### config.mk
export PLATFORM = sky130hd
export DESIGN_NAME = apb_master_bridge
export DESIGN_NICKNAME = d
export VERILOG_FILES = /design/src/rtl/apb_master_bridge.sv
export SDC_FILE = /design/constraint.sdc
export NUM_CORES = 1
export LEC_CHECK = 0
export ABC_AREA = 1
export CAP_MARGIN = 20
export CORE_ASPECT_RATIO = 0.6
export CORE_UTILIZATION = 33
export DETAILED_ROUTE_END_ITERATION = 12
export PLACE_DENSITY = 0.67
export SYNTH_ARGS = -nofsm -noshare
export SYNTH_HDL_FRONTEND = slang
export SYNTH_SLANG_ARGS = --single-unit
### constraint.sdc
create_clock -name PCLK -period 3.7 [get_ports PCLK]
set_input_delay 0.555 -clock PCLK [delete_from_list [all_inputs] [get_ports PCLK]]
set_output_delay 0.555 -clock PCLK [all_outputs]
set_load 0.01 [all_outputs]
### src/rtl/apb_master_bridge.sv
// APB3/APB4 initiator: one valid/ready command in, one SETUP/ACCESS transfer out, one response pulse back.
// Optional wait-state timeout is enabled by defining APB_TIMEOUT_EN.
module apb_master_bridge #(
  parameter int unsigned ADDR_WIDTH     = 32,
  parameter int unsigned DATA_WIDTH     = 32,
  parameter int unsigned TIMEOUT_CYCLES = 256
) (
  input  logic                    PCLK,
  input  logic                    PRESET,
  input  logic                    cmd_valid,
  output logic                    cmd_ready,
  input  logic                    cmd_write,
  input  logic [ADDR_WIDTH-1:0]   cmd_addr,
  input  logic [DATA_WIDTH-1:0]   cmd_wdata,
  input  logic [DATA_WIDTH/8-1:0] cmd_strb,
  output logic                    rsp_valid,
  output logic [DATA_WIDTH-1:0]   rsp_rdata,
  output logic                    rsp_err,
  output logic [ADDR_WIDTH-1:0]   PADDR,
  output logic                    PSEL,
  output logic                    PENABLE,
  output logic                    PWRITE,
  output logic [DATA_WIDTH-1:0]   PWDATA,
  output logic [DATA_WIDTH/8-1:0] PSTRB,
  input  logic [DATA_WIDTH-1:0]   PRDATA,
  input  logic                    PREADY,
  input  logic                    PSLVERR
);

  typedef enum logic [1:0] {IDLE, SETUP, ACCESS} state_e;

  state_e                  state_q;
  logic [ADDR_WIDTH-1:0]   paddr_q;
  logic                    psel_q;
  logic                    penable_q;
  logic                    pwrite_q;
  logic [DATA_WIDTH-1:0]   pwdata_q;
  logic [DATA_WIDTH/8-1:0] pstrb_q;
  logic                    rsp_valid_q;
  logic [DATA_WIDTH-1:0]   rsp_rdata_q;
  logic                    rsp_err_q;

`ifdef APB_TIMEOUT_EN
  localparam int unsigned CW = $clog2(TIMEOUT_CYCLES + 1);
  logic [CW-1:0] wait_cnt_q;
`endif

  assign cmd_ready = (state_q == IDLE) && !PRESET;

  always_ff @(posedge PCLK or posedge PRESET) begin
    if (PRESET) begin
      state_q     <= IDLE;
      paddr_q     <= '0;
      psel_q      <= 1'b0;
      penable_q   <= 1'b0;
      pwrite_q    <= 1'b0;
      pwdata_q    <= '0;
      pstrb_q     <= '0;
      rsp_valid_q <= 1'b0;
      rsp_rdata_q <= '0;
      rsp_err_q   <= 1'b0;
`ifdef APB_TIMEOUT_EN
      wait_cnt_q  <= '0;
`endif
    end else begin
      rsp_valid_q <= 1'b0;
      case (state_q)
        IDLE: begin
          if (cmd_valid) begin
            paddr_q   <= cmd_addr;
            pwrite_q  <= cmd_write;
            // Reads keep the previous write data on the bus and drive no strobes.
            if (cmd_write) begin
              pwdata_q <= cmd_wdata;
              pstrb_q  <= cmd_strb;
            end else begin
              pstrb_q  <= '0;
            end
            psel_q    <= 1'b1;
            penable_q <= 1'b0;
            state_q   <= SETUP;
          end
        end
        SETUP: begin
          penable_q  <= 1'b1;
          state_q    <= ACCESS;
`ifdef APB_TIMEOUT_EN
          wait_cnt_q <= '0;
`endif
        end
        ACCESS: begin
          if (PREADY) begin
            rsp_valid_q <= 1'b1;
            rsp_err_q   <= PSLVERR;
            rsp_rdata_q <= pwrite_q ? '0 : PRDATA;
            psel_q      <= 1'b0;
            penable_q   <= 1'b0;
            state_q     <= IDLE;
          end
`ifdef APB_TIMEOUT_EN
          else if (wait_cnt_q == CW'(TIMEOUT_CYCLES)) begin
            rsp_valid_q <= 1'b1;
            rsp_err_q   <= 1'b1;
            rsp_rdata_q <= '0;
            psel_q      <= 1'b0;
            penable_q   <= 1'b0;
            state_q     <= IDLE;
          end else begin
            wait_cnt_q  <= wait_cnt_q + 1'b1;
          end
`endif
        end
        default: state_q <= IDLE;
      endcase
    end
  end

  assign PADDR     = paddr_q;
  assign PSEL      = psel_q;
  assign PENABLE   = penable_q;
  assign PWRITE    = pwrite_q;
  assign PWDATA    = pwdata_q;
  assign PSTRB     = pstrb_q;
  assign rsp_valid = rsp_valid_q;
  assign rsp_rdata = rsp_rdata_q;
  assign rsp_err   = rsp_err_q;

endmodule

==> run_results.csv, run 1 <==
group,metric,value,unit
sta,fmax,439,MHz
sta,tightest_slew,804,ps
cells_and_area,syn2layout_area_growth,58.5,%
clock_tree,cts-root-buf,"clkbuf_16",
sta,hold_slack,471,ps
power_and_ir_drop,p_int,3.66,mW
detailed_routing,viasPerCell,4.66,
synthesis,async_flop_share,100,%
placed_design,dp_hpwl,9100,µm
worst_setup_path,cp_data_arrival_time,1720,ps
global_route,grtUsageTotal,19.4,%
power_and_ir_drop,swShare,35.4,%
synthesis,synth_warnings,0,
die,die_x,152,µm
run,cap_violations,0,
cells_and_area,nFillCells,1183,
power_and_ir_drop,seq_power_share,36.3,%
synthesis,synth_edf_count,0,
global_route,grt_max_degree,63,
power_and_ir_drop,peakVddDrop,341,µV
placed_design,place_ws,1280,ps
clock_tree,cts_hold_buf,0,
clock_tree,htree_levels,3,
power_and_ir_drop,p_clk_share,17.6,%
worst_setup_path,worstSetupEndpointType,"output pin",
synthesis,syn_nets,638,
sta,setup_viol,0,
detailed_routing,drt-wirelength-per-cell,14.3,µm
detailed_routing,firstDrtPassIters,4,
sta,worst_slack,1420,ps
clock_tree,ctsResizeCount,0,
global_route,grt_pass1_vias,4068,
die,fp.dieH,91.9,µm
run_status,status,"completed",
die,rows,32,
synthesis,synth_area_leaders,"dfrtp_1 (60%), nand2_1 (18%), nand3_1 (11%)",
cells_and_area,seqCellArea,0.00268,mm²
synthesis,yosys_most_used_dff,"dfrtp_1",
min_path,hp-class,"flop to flop",
detailed_routing,drt-initial-drc-count,223,
die,dieArea,0.0140,mm²
synthesis,synth-seq-cells,107,
synthesis,synth.avg_cell_area,8.36,µm²
cells_and_area,final_nets,835,
synthesis,syn_inst,532,
detailed_routing,wl,12900,µm
global_route,grt_antenna_before_repair,0,
global_route,grt_pass1_wl,21500,µm
placed_design,gp_congestion,0.836,
sta,drv_slew,0,
sta,tns,0,ps
power_and_ir_drop,powerDensity,803,mW/mm²
power_and_ir_drop,p_switching,2.00,mW
synthesis,yosys.area.top_type,"dfrtp_1",
worst_setup_path,critPathKind,"input pin to output pin",
cells_and_area,multi_input_area,0.00147,mm²
worst_setup_path,crit_path_start_kind,"input pin",
detailed_routing,drc,0,
synthesis,yosys-top-cells-count,"nand2_1 (212), dfrtp_1 (107), nand3_1 (101), inv_1 (37), nor2_1 (33)",
clock_tree,cts_tree,"done",
cells_and_area,final_util,54.3,%
worst_setup_path,path_max_fanout,2,
synthesis,synth_top_area_share,60.2,%
clock_tree,clkSinkCount,107,
die,ioPinCount,212,
sta,relSlewSlack,46.4,%
synthesis,synth_area,0.00445,mm²
detailed_routing,ant_nets,0,
power_and_ir_drop,p_comb_share,46.1,%
detailed_routing,vias,4199,
worst_setup_path,required,3140,ps
die,design.core.area,0.0130,mm²
global_route,overflow,0,
sta,fin_crit_sh,61.5,%
clock_tree,clk_pin_slew_worst_paths,60,ps
die,initial_core_util,34.3,%
synthesis,yosysSeqAreaShare,60.2,%
clock_tree,insertion_delay,350,ps
power_and_ir_drop,leakage,3.52,nW
cells_and_area,drive_above_1_share,3.83,%
sta,rsz0062_at_grt,"no",
sta,period_needed,2280,ps
synthesis,yosysMostFrequentCell,"nand2_1",
synthesis,yosysUniqueCellTypes,15,
cells_and_area,diodes,0,
sta,hold_viol_final,0,
placed_design,portBuffers,211,
sta,fin_worst_skew,7.56,ps
clock_tree,cts_max_path_buffers,2,
clock_tree,cts_setup_buffers,0,
clock_tree,numCtsBuffers,9,
[final cells by class]
type	instances	share of cell area, %
flip-flops and latches	107	38.0
inverters	38	2.06
clock buffers	10	3.25
multi-input cells	352	20.8
clock inverters	4	1.08
repair buffers	221	31.8
well taps	170	3.02
[metrics by stage]
step	cell area (µm²)	cells	power, mW
after floorplan	4450	532	3.16
after detailed placement	6720	887	4.68
after CTS	7020	901	5.71
after global routing	7050	902	6.08
final	7050	902	5.66
after global placement	6690	886	4.60
[metal layers]
layer / wire (µm) / up-vias / track usage (%) / part of all wire, %
li1: - / 2040 / - / -
met3: 1340 / 14 / 8.74 / 10
met4: 148 / 0 / 4.75 / 1.1
met1: 6030 / 1964 / 27.0 / 47
met5: 0 / - / 0 / 0
met2: 5360 / 181 / 27.0 / 42
[flip-flops by register name, summed over array words and instances (netlist names)]
signal,cells
rsp_err,1
rsp_valid,1
PWRITE,1
PADDR,32
PSEL,1
state_q,2
PSTRB,4
rsp_rdata,32
PENABLE,1
PWDATA,32
[critical path: stages]
cell             delay, ps
clkdlybuf4s50_1        460
nor3_1                 150
clkdlybuf4s50_1        560
[worst paths after layout]
kind | startpoint | to | slack (ps) | depth (start not counted)
max reg2reg | state_q[0] | rsp_rdata[13] | 2100 | 4
max | PRESET | cmd_ready | 1420 | 3
min reg2reg | PWDATA[16] | PWDATA[16] | 470 | 2
min in group asynchronous | PRESET | rsp_rdata[5] | 720 | 2
max in group asynchronous | PRESET | PADDR[9] | 2210 | 3
min | PWDATA[16] | PWDATA[16] | 470 | 2
[layout by cell type (no fill, tap or decap), drive strengths merged]
master         count
bufinv             2
clkbuf            10
nor3               1
clkinvlp           1
buf               10
nand3            102
nand2            212
a21oi              1
clkdlybuf4s50    211
nor2              35
o21ai              1
dfrtp            107
inv               39
[cell families after synthesis]
logic type	synth area share [%]
DFF	60.2
and+or+nand+nor	32.7
AOI/OAI and AO/OA	0.225
buffers and inverters	6.89
[power by group through the flow]
stage,Clock (mW),Combinational (mW),Sequential [mW]
global placement,0,2.56,2.05
global route,1.08,2.87,2.13
floorplan,0,0.888,2.27
detailed placement,0,2.62,2.06
finish,0.997,2.61,2.05
CTS,1.03,2.62,2.06
No activity file was read; power rests on OpenSTA's default activity.
==> inputs of run 2 (changes only) <==
==> constraint.sdc (replaced) <==
create_clock -name PCLK -period 2.2 [get_ports PCLK]
set_input_delay 0.33 -clock PCLK [delete_from_list [all_inputs] [get_ports PCLK]]
set_output_delay 0.33 -clock PCLK [all_outputs]
set_load 0.01 [all_outputs]
==> run_results.csv, run 2 (synthesized netlist as in run 1, its figures left out) <==
group,metric,value,unit
detailed_routing,drt-wirelength-per-cell,14.0,µm
clock_tree,cts_max_path_buffers,2,
worst_setup_path,worstSetupEndpointType,"output pin",
sta,tightest_slew,579,ps
clock_tree,htree_levels,3,
min_path,hp-class,"flop to flop",
sta,setup_viol,0,
clock_tree,insertion_delay,340,ps
cells_and_area,layout_commonest_cell,"nand2_1",
global_route,grt_pass1_wl,20800,µm
clock_tree,ctsResizeCount,0,
cells_and_area,final_util,54.1,%
cells_and_area,drive_above_1_share,4.48,%
power_and_ir_drop,leakage,3.51,nW
cells_and_area,diodes,0,
cells_and_area,layout_common_cells,"nand2_1 (212), clkdlybuf4s50_1 (211), dfrtp_1 (107), nand3_1 (101), inv_1 (36)",
placed_design,portBuffers,211,
clock_tree,cts-root-buf,"clkbuf_16",
detailed_routing,viasPerCell,4.54,
worst_setup_path,cp_data_arrival_time,1610,ps
global_route,grt_antenna_before_repair,0,
clock_tree,cts_setup_buffers,0,
power_and_ir_drop,peakVddDrop,526,µV
placed_design,dp.cells,891,
clock_tree,cts_tree,"done",
sta,period_needed,1940,ps
cells_and_area,syn2layout_area_growth,57.9,%
die,fp.dieH,91.9,µm
cells_and_area,finalNonFillerCells,907,
global_route,grtUsageTotal,18.6,%
power_and_ir_drop,powerDensity,1330,mW/mm²
worst_setup_path,crit_path_start_kind,"flop",
placed_design,gp_congestion,0.816,
detailed_routing,ant_nets,0,
clock_tree,clk_pin_slew_worst_paths,70,ps
worst_setup_path,required,1870,ps
placed_design,dp_hpwl,8870,µm
detailed_routing,firstDrtPassIters,4,
detailed_routing,wl,12700,µm
global_route,overflow,0,
clock_tree,clkSinkCount,107,
die,rows,32,
global_route,grt_pass1_vias,4002,
cells_and_area,final_nets,838,
detailed_routing,vias,4114,
die,dieArea,0.0140,mm²
sta,drv_slew,0,
sta,fmax,515,MHz
clock_tree,numCtsBuffers,9,
worst_setup_path,path_max_fanout,6,
sta,rsz0062_at_grt,"no",
die,die_x,152,µm
sta,fin_worst_skew,10.1,ps
sta,relSlewSlack,61.4,%
die,design.core.area,0.0130,mm²
die,initial_core_util,34.3,%
sta,tns,0,ps
sta,fin_crit_sh,88.2,%
clock_tree,cts_hold_buf,0,
detailed_routing,drt-initial-drc-count,181,
die,ioPinCount,212,
worst_setup_path,critPathKind,"flop to output pin",
sta,hold_viol_final,0,
sta,hold_slack,471,ps
detailed_routing,drc,0,
run,cap_violations,0,
global_route,grt_max_degree,108,
run_status,status,"completed",
## run 2: changes by cell type in the layout (fill, tap and decap cells not counted), sizes merged
cell and delta:
buf +3, bufinv -2, clkinv +2, clkinvlp +2
clkbuf +1, inv -1
## run 2: area by class of cell
class | count | area (µm²)
fill | 1177 | 5950
sequential | 107 | 2680
timing repair buffer | 224 | 2230
multi-input combinational | 352 | 1470
clock buffer | 11 | 243
tap | 170 | 213
inverter | 38 | 146
clock inverter | 5 | 37.5
## run 2: final timing paths
| path | start | end | slack [ps] | cells after the start |
|---|---|---|---|---|
| max | state_q[0] | cmd_ready | 260 | 2 |
| min | PADDR[15] | PADDR[15] | 470 | 2 |
| max reg2reg | state_q[1] | rsp_rdata[21] | 730 | 5 |
| min reg2reg | PADDR[15] | PADDR[15] | 470 | 2 |
| max in group asynchronous | PRESET | PADDR[26] | 1200 | 3 |
| min in group asynchronous | PRESET | rsp_err | 550 | 3 |
## run 2: routing by layer
metal	global-route usage [%]	wire length, µm	vias up	share of wire, %
met5	0	0	-	0
li1	-	-	2040	-
met4	4.00	96	0	0.75
met1	25.1	5850	1925	46
met2	27.9	5510	142	43
met3	7.70	1280	7	10
## run 2: critical path, cell delays in order (launching register included)
cell and delay, ps:
dfrtp_1 480, nor3_1 230, clkdlybuf4s50_1 570
## run 2: power by group
group	total, mW	internal (mW)	leakage, nW	switching [mW]
logic	4.38	2.26	2.03	2.12
registers	3.43	2.89	1.34	0.545
clock network	1.52	0.804	0.132	0.714
## run 2: per-stage QoR
step                      worst slack [ps]  cell area, µm²  total power, mW
after detailed placement               344            6740             7.87
after floorplan                        582            4450             5.32
final                                  260            7020             9.33
after global routing                   136            7020             9.99
after CTS                              236            7020             9.44
after global placement                 349            6740             7.77
==> inputs of run 3 (changes only) <==
==> constraint.sdc (replaced) <==
create_clock -name PCLK -period 2.3 [get_ports PCLK]
set_input_delay 0.345 -clock PCLK [delete_from_list [all_inputs] [get_ports PCLK]]
set_output_delay 0.345 -clock PCLK [all_outputs]
set_load 0.01 [all_outputs]
==> run_results.csv, run 3 (synthesized netlist as in run 1, its figures left out) <==
group,metric,value,unit
clock_tree,cts_tree,"done",
run_status,status,"completed",
cells_and_area,stdcell_area,0.00703,mm²
placed_design,place_ws,376,ps
min_path,hp-class,"flop to flop",
cells_and_area,syn2layout_area_growth,58.1,%
global_route,grt_max_degree,108,
detailed_routing,vias,4162,
sta,fin_crit_sh,86.1,%
die,die_x,152,µm
detailed_routing,drc,0,
die,initial_core_util,34.3,%
global_route,busiest_layer,"met2",
die,dieArea,0.0140,mm²
power_and_ir_drop,powerDensity,1270,mW/mm²
sta,tightest_slew,638,ps
clock_tree,cts_setup_buffers,0,
sta,fin_worst_skew,7.96,ps
clock_tree,cts_max_path_buffers,2,
cells_and_area,diodes,0,
detailed_routing,viasPerCell,4.59,
global_route,overflow,0,
sta,drv_slew,0,
worst_setup_path,path_max_fanout,6,
sta,worst_slack,320,ps
worst_setup_path,worstSetupEndpointType,"output pin",
clock_tree,numCtsBuffers,9,
detailed_routing,wl,12600,µm
cells_and_area,finalNonFillerCells,907,
sta,rsz0062_at_grt,"no",
worst_setup_path,critPathKind,"flop to output pin",
clock_tree,clk_pin_slew_worst_paths,70,ps
placed_design,dp_hpwl,8810,µm
run,cap_violations,0,
global_route,grt_use_met3,7.28,%
global_route,grt_pass1_vias,4175,
placed_design,gp_congestion,0.802,
detailed_routing,drt-wirelength-per-cell,13.9,µm
clock_tree,ctsResizeCount,0,
clock_tree,cts_hold_buf,0,
worst_setup_path,cp_data_arrival_time,1630,ps
worst_setup_path,required,1960,ps
global_route,grt_pass1_wl,21100,µm
placed_design,portBuffers,211,
die,ioPinCount,212,
placed_design,dp.cells,891,
global_route,met2_usage,28.6,%
sta,fmax,505,MHz
global_route,grtUsageMet1,25.2,%
sta,relSlewSlack,57.5,%
sta,hold_viol_final,0,
cells_and_area,drive_above_1_share,4.61,%
sta,setup_viol,0,
clock_tree,cts-root-buf,"clkbuf_16",
cells_and_area,layout_commonest_cell,"nand2_1",
global_route,grt_antenna_before_repair,0,
worst_setup_path,crit_path_start_kind,"flop",
sta,hold_slack,474,ps
power_and_ir_drop,peakVddDrop,532,µV
cells_and_area,final_nets,838,
clock_tree,clkSinkCount,107,
die,design.core.area,0.0130,mm²
placed_design,dpl-instance-area,0.00674,mm²
die,fp.dieH,91.9,µm
cells_and_area,layout_common_cells,"nand2_1 (212), clkdlybuf4s50_1 (211), dfrtp_1 (107), nand3_1 (101), inv_1 (36)",
clock_tree,htree_levels,3,
detailed_routing,firstDrtPassIters,5,
sta,period_needed,1980,ps
global_route,grtUsageTotal,18.8,%
sta,tns,0,ps
die,rows,32,
detailed_routing,drt-initial-drc-count,133,
power_and_ir_drop,leakage,3.51,nW
detailed_routing,ant_nets,0,
clock_tree,insertion_delay,340,ps
## run 3: cell count changes in the layout (fill, tap and decap cells not counted)
cell      change
clkbuf_1      -1
clkbuf_8      +1
clkinv_4      +1
inv_6         -1
## run 3: final timing paths
kind / cells past startpoint / slack, ps / to / from
min in group asynchronous: 3 / 540 / rsp_err / PRESET
max in group asynchronous: 3 / 1270 / PWDATA[31] / PRESET
setup reg to reg: 4 / 740 / PWDATA[24] / state_q[0]
setup / recovery: 2 / 320 / cmd_ready / state_q[0]
hold / removal: 2 / 470 / PADDR[2] / PADDR[2]
hold reg to reg: 2 / 470 / PADDR[2] / PADDR[2]
## run 3: stage by stage
stage / util (%) / power (mW)
after floorplan: - / 5.09
after global placement: 51.9 / 7.43
after detailed placement: 51.9 / 7.52
after CTS: 54.2 / 9.07
after global routing: 54.2 / 9.58
final: 54.2 / 8.94
## run 3: cell type report
type | count | area, µm²
inverter | 38 | 146
sequential | 107 | 2680
clock inverter | 5 | 37.5
multi-input combinational | 352 | 1470
fill | 1179 | 5940
timing repair buffer | 224 | 2230
clock buffer | 11 | 253
tap | 170 | 213
## run 3: worst max-delay path: stages (launching register included)
cell and delay [ps]:
dfrtp_1 480, nor3_1 250, clkdlybuf4s50_1 570
## run 3: routing by layer
layer  share of wire, %  up-vias
li1                   -     2037
met1                 46     1956
met2                 44      159
met3                9.5       10
met4               0.98        0
met5                  0        -
## run 3: where the power goes
group	leakage (nW)	total (mW)	switching, mW	internal [mW]
logic	2.03	4.18	2.02	2.16
clock network	0.138	1.47	0.677	0.796
registers	1.34	3.28	0.521	2.76
total	3.51	8.94	3.22	5.72
